`src/rtl/ram_dp_pipe.sv`:
```
// Dual-port RAM: one byte-enabled write port, one pipelined read port.
// After reset an INIT sweep writes zero to every word, then the RAM turns READY.
// Reads return data after READ_LATENCY (1 or 2) cycles.
// COLLISION_MODE selects what a read returns when it targets the same word as
// a write in the same cycle: 0 returns the old word, 1 returns the merged word.
// Optional feature: define RAM_DP_PIPE_PARITY_EN to store one even-parity bit
// per byte and to add the parity_err output.
module ram_dp_pipe #(
  parameter int unsigned DATA_WIDTH     = 128,
  parameter int unsigned ADDRESS_WIDTH  = 4,
  parameter int unsigned READ_LATENCY   = 1,
  parameter int unsigned COLLISION_MODE = 0
) (
  input  logic                     clk,
  input  logic                     rst_n,
  input  logic [ADDRESS_WIDTH-1:0] addra,
  input  logic [DATA_WIDTH-1:0]    dina,
  input  logic [DATA_WIDTH/8-1:0]  wea,
  input  logic                     rea,
  input  logic [ADDRESS_WIDTH-1:0] addrb,
  output logic [DATA_WIDTH-1:0]    doutb,
  output logic                     doutb_valid,
  output logic                     init_done
`ifdef RAM_DP_PIPE_PARITY_EN
  ,
  output logic                     parity_err
`endif
);

  localparam int unsigned NumBytes = DATA_WIDTH / 8;
  localparam int unsigned Depth    = 2 ** ADDRESS_WIDTH;

  if (!(READ_LATENCY == 1 || READ_LATENCY == 2)) begin : gen_bad_latency
    $error("ram_dp_pipe: READ_LATENCY must be 1 or 2");
  end
  if ((DATA_WIDTH % 8) != 0 || DATA_WIDTH == 0) begin : gen_bad_width
    $error("ram_dp_pipe: DATA_WIDTH must be a non-zero multiple of 8");
  end

  typedef enum logic [0:0] {StInit, StReady} state_e;

  state_e                   state_q;
  logic [ADDRESS_WIDTH-1:0] sweep_q;
  logic [DATA_WIDTH-1:0]    mem_q [Depth];

  logic [NumBytes-1:0]      wr_en;
  logic [ADDRESS_WIDTH-1:0] wr_addr;
  logic [DATA_WIDTH-1:0]    wr_data;
  logic                     rd_acc;
  logic                     collide;
  logic [DATA_WIDTH-1:0]    rd_word;

  logic                     s1_valid_q;
  logic [DATA_WIDTH-1:0]    s1_data_q;

  // The sweep owns the write port during INIT; user writes are ignored there.
  always_comb begin
    wr_en   = wea;
    wr_addr = addra;
    wr_data = dina;
    if (state_q == StInit) begin
      wr_en   = '1;
      wr_addr = sweep_q;
      wr_data = '0;
    end
  end

  assign rd_acc  = (state_q == StReady) && rea;
  assign collide = (COLLISION_MODE == 1) && (state_q == StReady) && (addra == addrb);

  // Array read; write-first mode forwards the enabled bytes of a colliding write.
  always_comb begin
    rd_word = mem_q[addrb];
    if (collide) begin
      for (int b = 0; b < NumBytes; b++) begin
        if (wea[b]) rd_word[b*8 +: 8] = dina[b*8 +: 8];
      end
    end
  end

`ifdef RAM_DP_PIPE_PARITY_EN
  logic [NumBytes-1:0] par_q [Depth];
  logic [NumBytes-1:0] wr_par;
  logic [NumBytes-1:0] rd_par;
  logic                rd_perr;
  logic                s1_perr_q;

  // Even parity: stored bit makes the byte plus parity have an even count of ones.
  always_comb begin
    for (int b = 0; b < NumBytes; b++) wr_par[b] = ^wr_data[b*8 +: 8];
  end

  // Compare stored parity (forwarded on collision) against the word being returned.
  always_comb begin
    rd_par = par_q[addrb];
    if (collide) begin
      for (int b = 0; b < NumBytes; b++) begin
        if (wea[b]) rd_par[b] = wr_par[b];
      end
    end
    rd_perr = 1'b0;
    for (int b = 0; b < NumBytes; b++) rd_perr = rd_perr | (rd_par[b] ^ (^rd_word[b*8 +: 8]));
  end
`endif

  // Memory array (and parity bits) have no reset; only the sweep clears them.
  always_ff @(posedge clk) begin
    for (int b = 0; b < NumBytes; b++) begin
      if (wr_en[b]) begin
        mem_q[wr_addr][b*8 +: 8] <= wr_data[b*8 +: 8];
`ifdef RAM_DP_PIPE_PARITY_EN
        par_q[wr_addr][b] <= wr_par[b];
`endif
      end
    end
  end

  // INIT/READY control with registered init_done.
  always_ff @(posedge clk or negedge rst_n) begin
    if (!rst_n) begin
      state_q   <= StInit;
      sweep_q   <= '0;
      init_done <= 1'b0;
    end else if (state_q == StInit) begin
      sweep_q <= sweep_q + 1'b1;
      if (&sweep_q) begin
        state_q   <= StReady;
        init_done <= 1'b1;
      end
    end
  end

  // First read stage: captures the word at the accept edge, holds it otherwise.
  always_ff @(posedge clk or negedge rst_n) begin
    if (!rst_n) begin
      s1_valid_q <= 1'b0;
      s1_data_q  <= '0;
`ifdef RAM_DP_PIPE_PARITY_EN
      s1_perr_q  <= 1'b0;
`endif
    end else begin
      s1_valid_q <= rd_acc;
      if (rd_acc) s1_data_q <= rd_word;
`ifdef RAM_DP_PIPE_PARITY_EN
      s1_perr_q  <= rd_acc & rd_perr;
`endif
    end
  end

  if (READ_LATENCY == 2) begin : gen_lat2
    // Extra output register stage; doutb only moves when a result arrives.
    always_ff @(posedge clk or negedge rst_n) begin
      if (!rst_n) begin
        doutb       <= '0;
        doutb_valid <= 1'b0;
`ifdef RAM_DP_PIPE_PARITY_EN
        parity_err  <= 1'b0;
`endif
      end else begin
        doutb_valid <= s1_valid_q;
        if (s1_valid_q) doutb <= s1_data_q;
`ifdef RAM_DP_PIPE_PARITY_EN
        parity_err  <= s1_perr_q;
`endif
      end
    end
  end else begin : gen_lat1
    assign doutb       = s1_data_q;
    assign doutb_valid = s1_valid_q;
`ifdef RAM_DP_PIPE_PARITY_EN
    assign parity_err  = s1_perr_q;
`endif
  end

endmodule

```
`config.mk`:
```
export PLATFORM = sky130hd
export DESIGN_NAME = ram_dp_pipe
export DESIGN_NICKNAME = d
export VERILOG_FILES = /design/src/rtl/ram_dp_pipe.sv
export SDC_FILE = /design/constraint.sdc
export NUM_CORES = 2
export LEC_CHECK = 0
export CAP_MARGIN = 20
export CORE_MARGIN = 1.5
export CORE_UTILIZATION = 35
export CTS_CLUSTER_SIZE = 30
export DETAILED_ROUTE_END_ITERATION = 12
export PLACE_DENSITY = 0.59
export SETUP_SLACK_MARGIN = 0.1
export SYNTH_ARGS = -nofsm -noshare
export SYNTH_HDL_FRONTEND = slang
export SYNTH_SLANG_ARGS = --single-unit
```
`constraint.sdc`:
```
create_clock -name clk -period 4.1 [get_ports clk]
set_clock_uncertainty 0.1 [all_clocks]
set_input_delay 0.41 -clock clk [delete_from_list [all_inputs] [get_ports clk]]
set_output_delay 0.41 -clock clk [all_outputs]
set_load 0.005 [all_outputs]
```
* Yosys cells after proc, flatten, opt, wreduce, memory -nomap -nowiden
Memory sizes are Yosys's and may differ from the RTL's. A register that Yosys moved wholly into a read port is not among the register bits. Cells that the tools add are included.
Storage, ports and cells: memory bits (writable) 2048, register bits after elaboration 7, logic and storage cells 48, input port bits 155, memories 1
Cells by class: $add $sub $neg 1, multiplexer cells 37, reduce and logical (&&, ||, !) cells 4, bitwise gates (word level) 1
Memory list:
- mem_q | depth 16, width 128, rd ports 1, clocked after Yosys merged registers in 1, wr ports 1, RTL line 44 | logic [DATA_WIDTH-1:0] mem_q [Depth];
Operator list (count):
- 2-to-1 mux 128 bit | 1
- 2-to-1 mux 1 bit | 34
- 2-to-1 mux 16 bit | 1
- AND reduction 5 bit | 1
- adder 4 x 1 -> 4 bit (second input constant) | 1
- 2-to-1 mux 4 bit | 1
- AND reduction 4 bit | 1
- logical AND 1 bit | 1
- zero test 1 bit | 1
- inverter 1 bit | 1

* Longest topological paths before layout
word-level depth 3, gate-level depth with buffers 8, mapped depth without buffers 5

* Least setup slack after synthesis
Ideal clock, no wire load.
kind register -> register, start register state_q, end memory mem_q[8][104], enable pin, cell stages (with the launch flop) 8, path slack 1.838 ns, clock period less this slack 2.262 ns, data arrival time 1.792 ns, buffers on the path 4, cell sequence dfrtp_1 > buf_6 > buf_6 > buf_6 > o32ai_4 > nand2_2 > buf_2 > nor2_1
Between the ends: longest elaborated chain between the ends 3, elaborated cells on any way between the ends 4, those cells by class mux: 4
RTL lines:
- from (decl) | RTL line 42 | state_e state_q;
- from (signal assigned) | RTL line 121 | state_q <= StInit;
- from (signal assigned) | RTL line 127 | state_q <= StReady;
- 2-to-1 mux 16 bit | RTL line 61 | if (state_q == StInit) begin
- 2-to-1 mux 1 bit | RTL line 109 | if (wr_en[b]) begin
- 2-to-1 mux 1 bit (not written as such) | RTL line 110 | mem_q[wr_addr][b*8 +: 8] <= wr_data[b*8 +: 8];
- to (decl) | RTL line 44
Several ways; a longest one is shown, not always the timed one.

* Worst setup path in the final report
start register state_q, end memory mem_q[12][102], enable pin
Same word-level chain as after synthesis.

==> impl_metrics.json <==
{
  "multi_input_area_mm2": 0.0188,
  "htreeDepth": 4,
  "finalHoldViolations": 0,
  "synthToLayoutAreaGrowth_pct": 17.6,
  "slowest_delay_ps": 1030,
  "dp_slack_ps": 598,
  "maxSlewViolCount": 0,
  "sw_frac_of_total_pct": 22.4,
  "wl_per_cell_um": 27.3,
  "synth_area_leaders": "edfxtp_1 (72%), mux2i_1 (11%), dfrtp_1 (4.0%)",
  "clock_path_buffers": 3,
  "clockPowerShare_pct": 41.4,
  "worst-path-max-fanout": 30,
  "n_fill_cell": 21800,
  "synthesis.area_mm2": 0.0853,
  "die-area_mm2": 0.247,
  "crit_buf_inv": 0,
  "gp_congestion": 0.806,
  "fin_crit_ps": 3260,
  "grt_max_degree": 93,
  "grt_overflow": 0,
  "synth_compound_area_share_pct": 3.98,
  "finalSetupTns_ps": 0,
  "drive_above_1_share_pct": 12.3,
  "synth_top_area_share_pct": 72.1,
  "cts_buffers": 215,
  "combPwrFrac_pct": 6.4,
  "io_buffer_count": 284,
  "crit_type": "register to register",
  "crit_chain": "nand2_1 > o22ai_2 > nand2_2 > nor2_1",
  "synth-edff-count": 2048,
  "synth.distinct_cells": 43,
  "synth_xor_area_share_pct": 0.0308,
  "post-route-period-util_pct": 79.4,
  "async_flop_share_pct": 6.18,
  "drc_errors": 0,
  "leakage_nw": 34.9,
  "peakVddDrop_mv": 0.472,
  "regArea_mm2": 0.0649,
  "coreArea_mm2": 0.243,
  "cp-end-kind": "register",
  "grt_util_all_layers_pct": 19.6,
  "synth_top_family_by_area": "multiplexers",
  "grt_pass1_wl_um": 348000,
  "grt_pass1_vias": 48100,
  "pin_count": 285,
  "synth_area_leader_cell": "edfxtp_1",
  "clock_latency_ps": 880,
  "synth-simple-area-share_pct": 5.78,
  "synth_commonest_cells": "edfxtp_1 (2,048), mux2i_1 (950), nor2_1 (553), o22ai_1 (216), nor3_1 (172)",
  "totalWireLength_um": 246000,
  "ys_warn_count": 0,
  "syn_nets": 5292,
  "vias": 47600,
  "first_iter_violations": 4886,
  "dr.pass1.iters": 6,
  "cp_top_family": "simple AND/OR/NAND/NOR gates",
  "hpwl_um": 154000,
  "critical_path_arrival_ps": 3630,
  "postRouteAntennaNets": 0,
  "die_h_um": 497,
  "whs_ps": 72.7,
  "synthAdderAreaFrac_pct": 0.0147,
  "rows": 181,
  "grt_setup_unrepaired": "no",
  "critical-path-slowest-cell": "nor2_1",
  "worstMarginPinSlew_ps": 1180,
  "hold_path_class": "input pin to asynchronous set/reset pin",
  "start_util_pct": 35.1,
  "fmax_ghz": 0.307,
  "outcome": "finished, final reports clean",
  "avgSynthCellArea_um2": 16.6,
  "ys.flop_type": "edfxtp_1",
  "p_per_area_mw_per_mm2": 476,
  "setup.worst_path.start_class": "register",
  "antenna_found_initial": 14,
  "fp.dieW_um": 497,
  "power.net_switching_mw": 10.7,
  "cts_tree": "yes",
  "ys_seq_area_share_pct": 76.0,
  "cts_resized": 0,
  "synth_seq_cells": 2183,
  "setup_viol": 0,
  "finalPower_mw": 47.7,
  "synth_most_common_cell": "edfxtp_1",
  "stdcell_area_mm2": 0.100,
  "synthMuxAreaShare_pct": 12.1,
  "final_nets": 5738,
  "required_ps": 4470,
  "syn_inst": 5136,
  "detail_route.vias_per_cell": 5.31,
  "p_int_mw": 37.0,
  "power_frac_seq_pct": 52.3,
  "path_clk_slew_ps": 60,
  "maxSlewHeadroom_pct": 21.0,
  "cts-root-buf": "clkbuf_16",
  "drv_cap": 0,
  "placed_area_mm2": 0.0932,
  "clkSinkCount": 2183,
  "cts_setup_buffers": 0,
  "layout_setup_ws_ps": 844
}
==> power groups by stage <==
stage                     Sequential [mW]  Combinational, mW  Clock [mW]
final                                24.9               3.04        19.7
after global placement               25.4               3.03           0
after floorplan                      25.2               1.51           0
after global routing                 24.9               3.24        20.9
after detailed placement             25.4               3.06           0
after CTS                            24.9               3.07        20.1
==> flip-flops by register name, indices dropped and copies added (netlist names) <==
signal,flops
doutb_valid,1
doutb,128
init_done,1
sweep_q,4
mem_q,2048
state_q,1
==> layout make-up <==
type	instances	area share, %
well taps	3202	3.99
repair buffers	564	5.45
diodes	4	0.00998
inverters	6	0.0274
flip-flops and latches	2183	64.7
multi-input cells	2612	18.7
clock buffers	305	5.99
clock inverters	103	1.12
==> cell usage in the layout, fill, tap and decap left out, types with 40 or more instances in the layout <==
cell type,Yosys,layout
edfxtp_1,2048,2048
mux2i_1,950,950
nor2_1,553,550
clkdlybuf4s50_1,0,280
buf_4,56,239
clkbuf_16,0,217
o22ai_1,216,216
nor3_1,172,172
o21ai_0,141,141
dfrtp_1,135,134
and2_1,130,128
a22oi_1,108,108
nor4_1,86,86
clkbuf_1,123,63
mux2_2,51,51
nand2_1,41,40
clkinv_2,0,40
buf_12,0,40
==> kinds of logic after synthesis <==
family                   Yosys count
AO/OA/AOI/OAI                    531
buffers and inverters            341
multiplexers                    1013
AND/OR/NAND/NOR                 1064
flip-flops                      2183
adder cells (fa/ha/maj)            1
XOR/XNOR                           3
==> stage by stage <==
step | util [%] | cells
after detailed placement | 38.4 | 8563
after CTS | 41.3 | 8972
after global placement | 38.4 | 8563
after floorplan | - | 5136
after global routing | 41.3 | 8976
final | 41.3 | 8979
==> layer usage <==
metal	wire [µm]	vias to the layer above	global-route usage, %
met5	44	-	0
met4	7750	4	6.19
met3	15100	343	3.06
met2	119000	1696	32.6
met1	104000	24800	26.4
li1	-	20800	-
==> timing repair <==
| action | in CTS | in global routing |
|---|---|---|
| hold endpoints to repair | 54 | 0 |
| hold buffers | 1 | 0 |
| setup endpoints to repair | 0 | 0 |
==> worst reg2reg max path, cell delays in order (launching register included) <==
cell and delay, ps:
dfrtp_4 700, nand2_1 170, o22ai_2 310, nand2_2 520, nor2_1 1040
==> worst paths after layout <==
check / slack [ps] / from / cells past startpoint / end
max in group asynchronous: 2800 / rst_n / 3 / doutb[7]
hold / removal: 70 / rst_n / 2 / doutb[82]
min in group clk: 140 / addrb[1] / 5 / doutb[93]
setup reg to reg: 840 / state_q / 4 / mem_q[12][102]
setup / recovery: 840 / state_q / 4 / mem_q[12][102]
hold reg to reg: 430 / doutb[26] / 2 / doutb[26]
(Power assumes the default switching activity.)
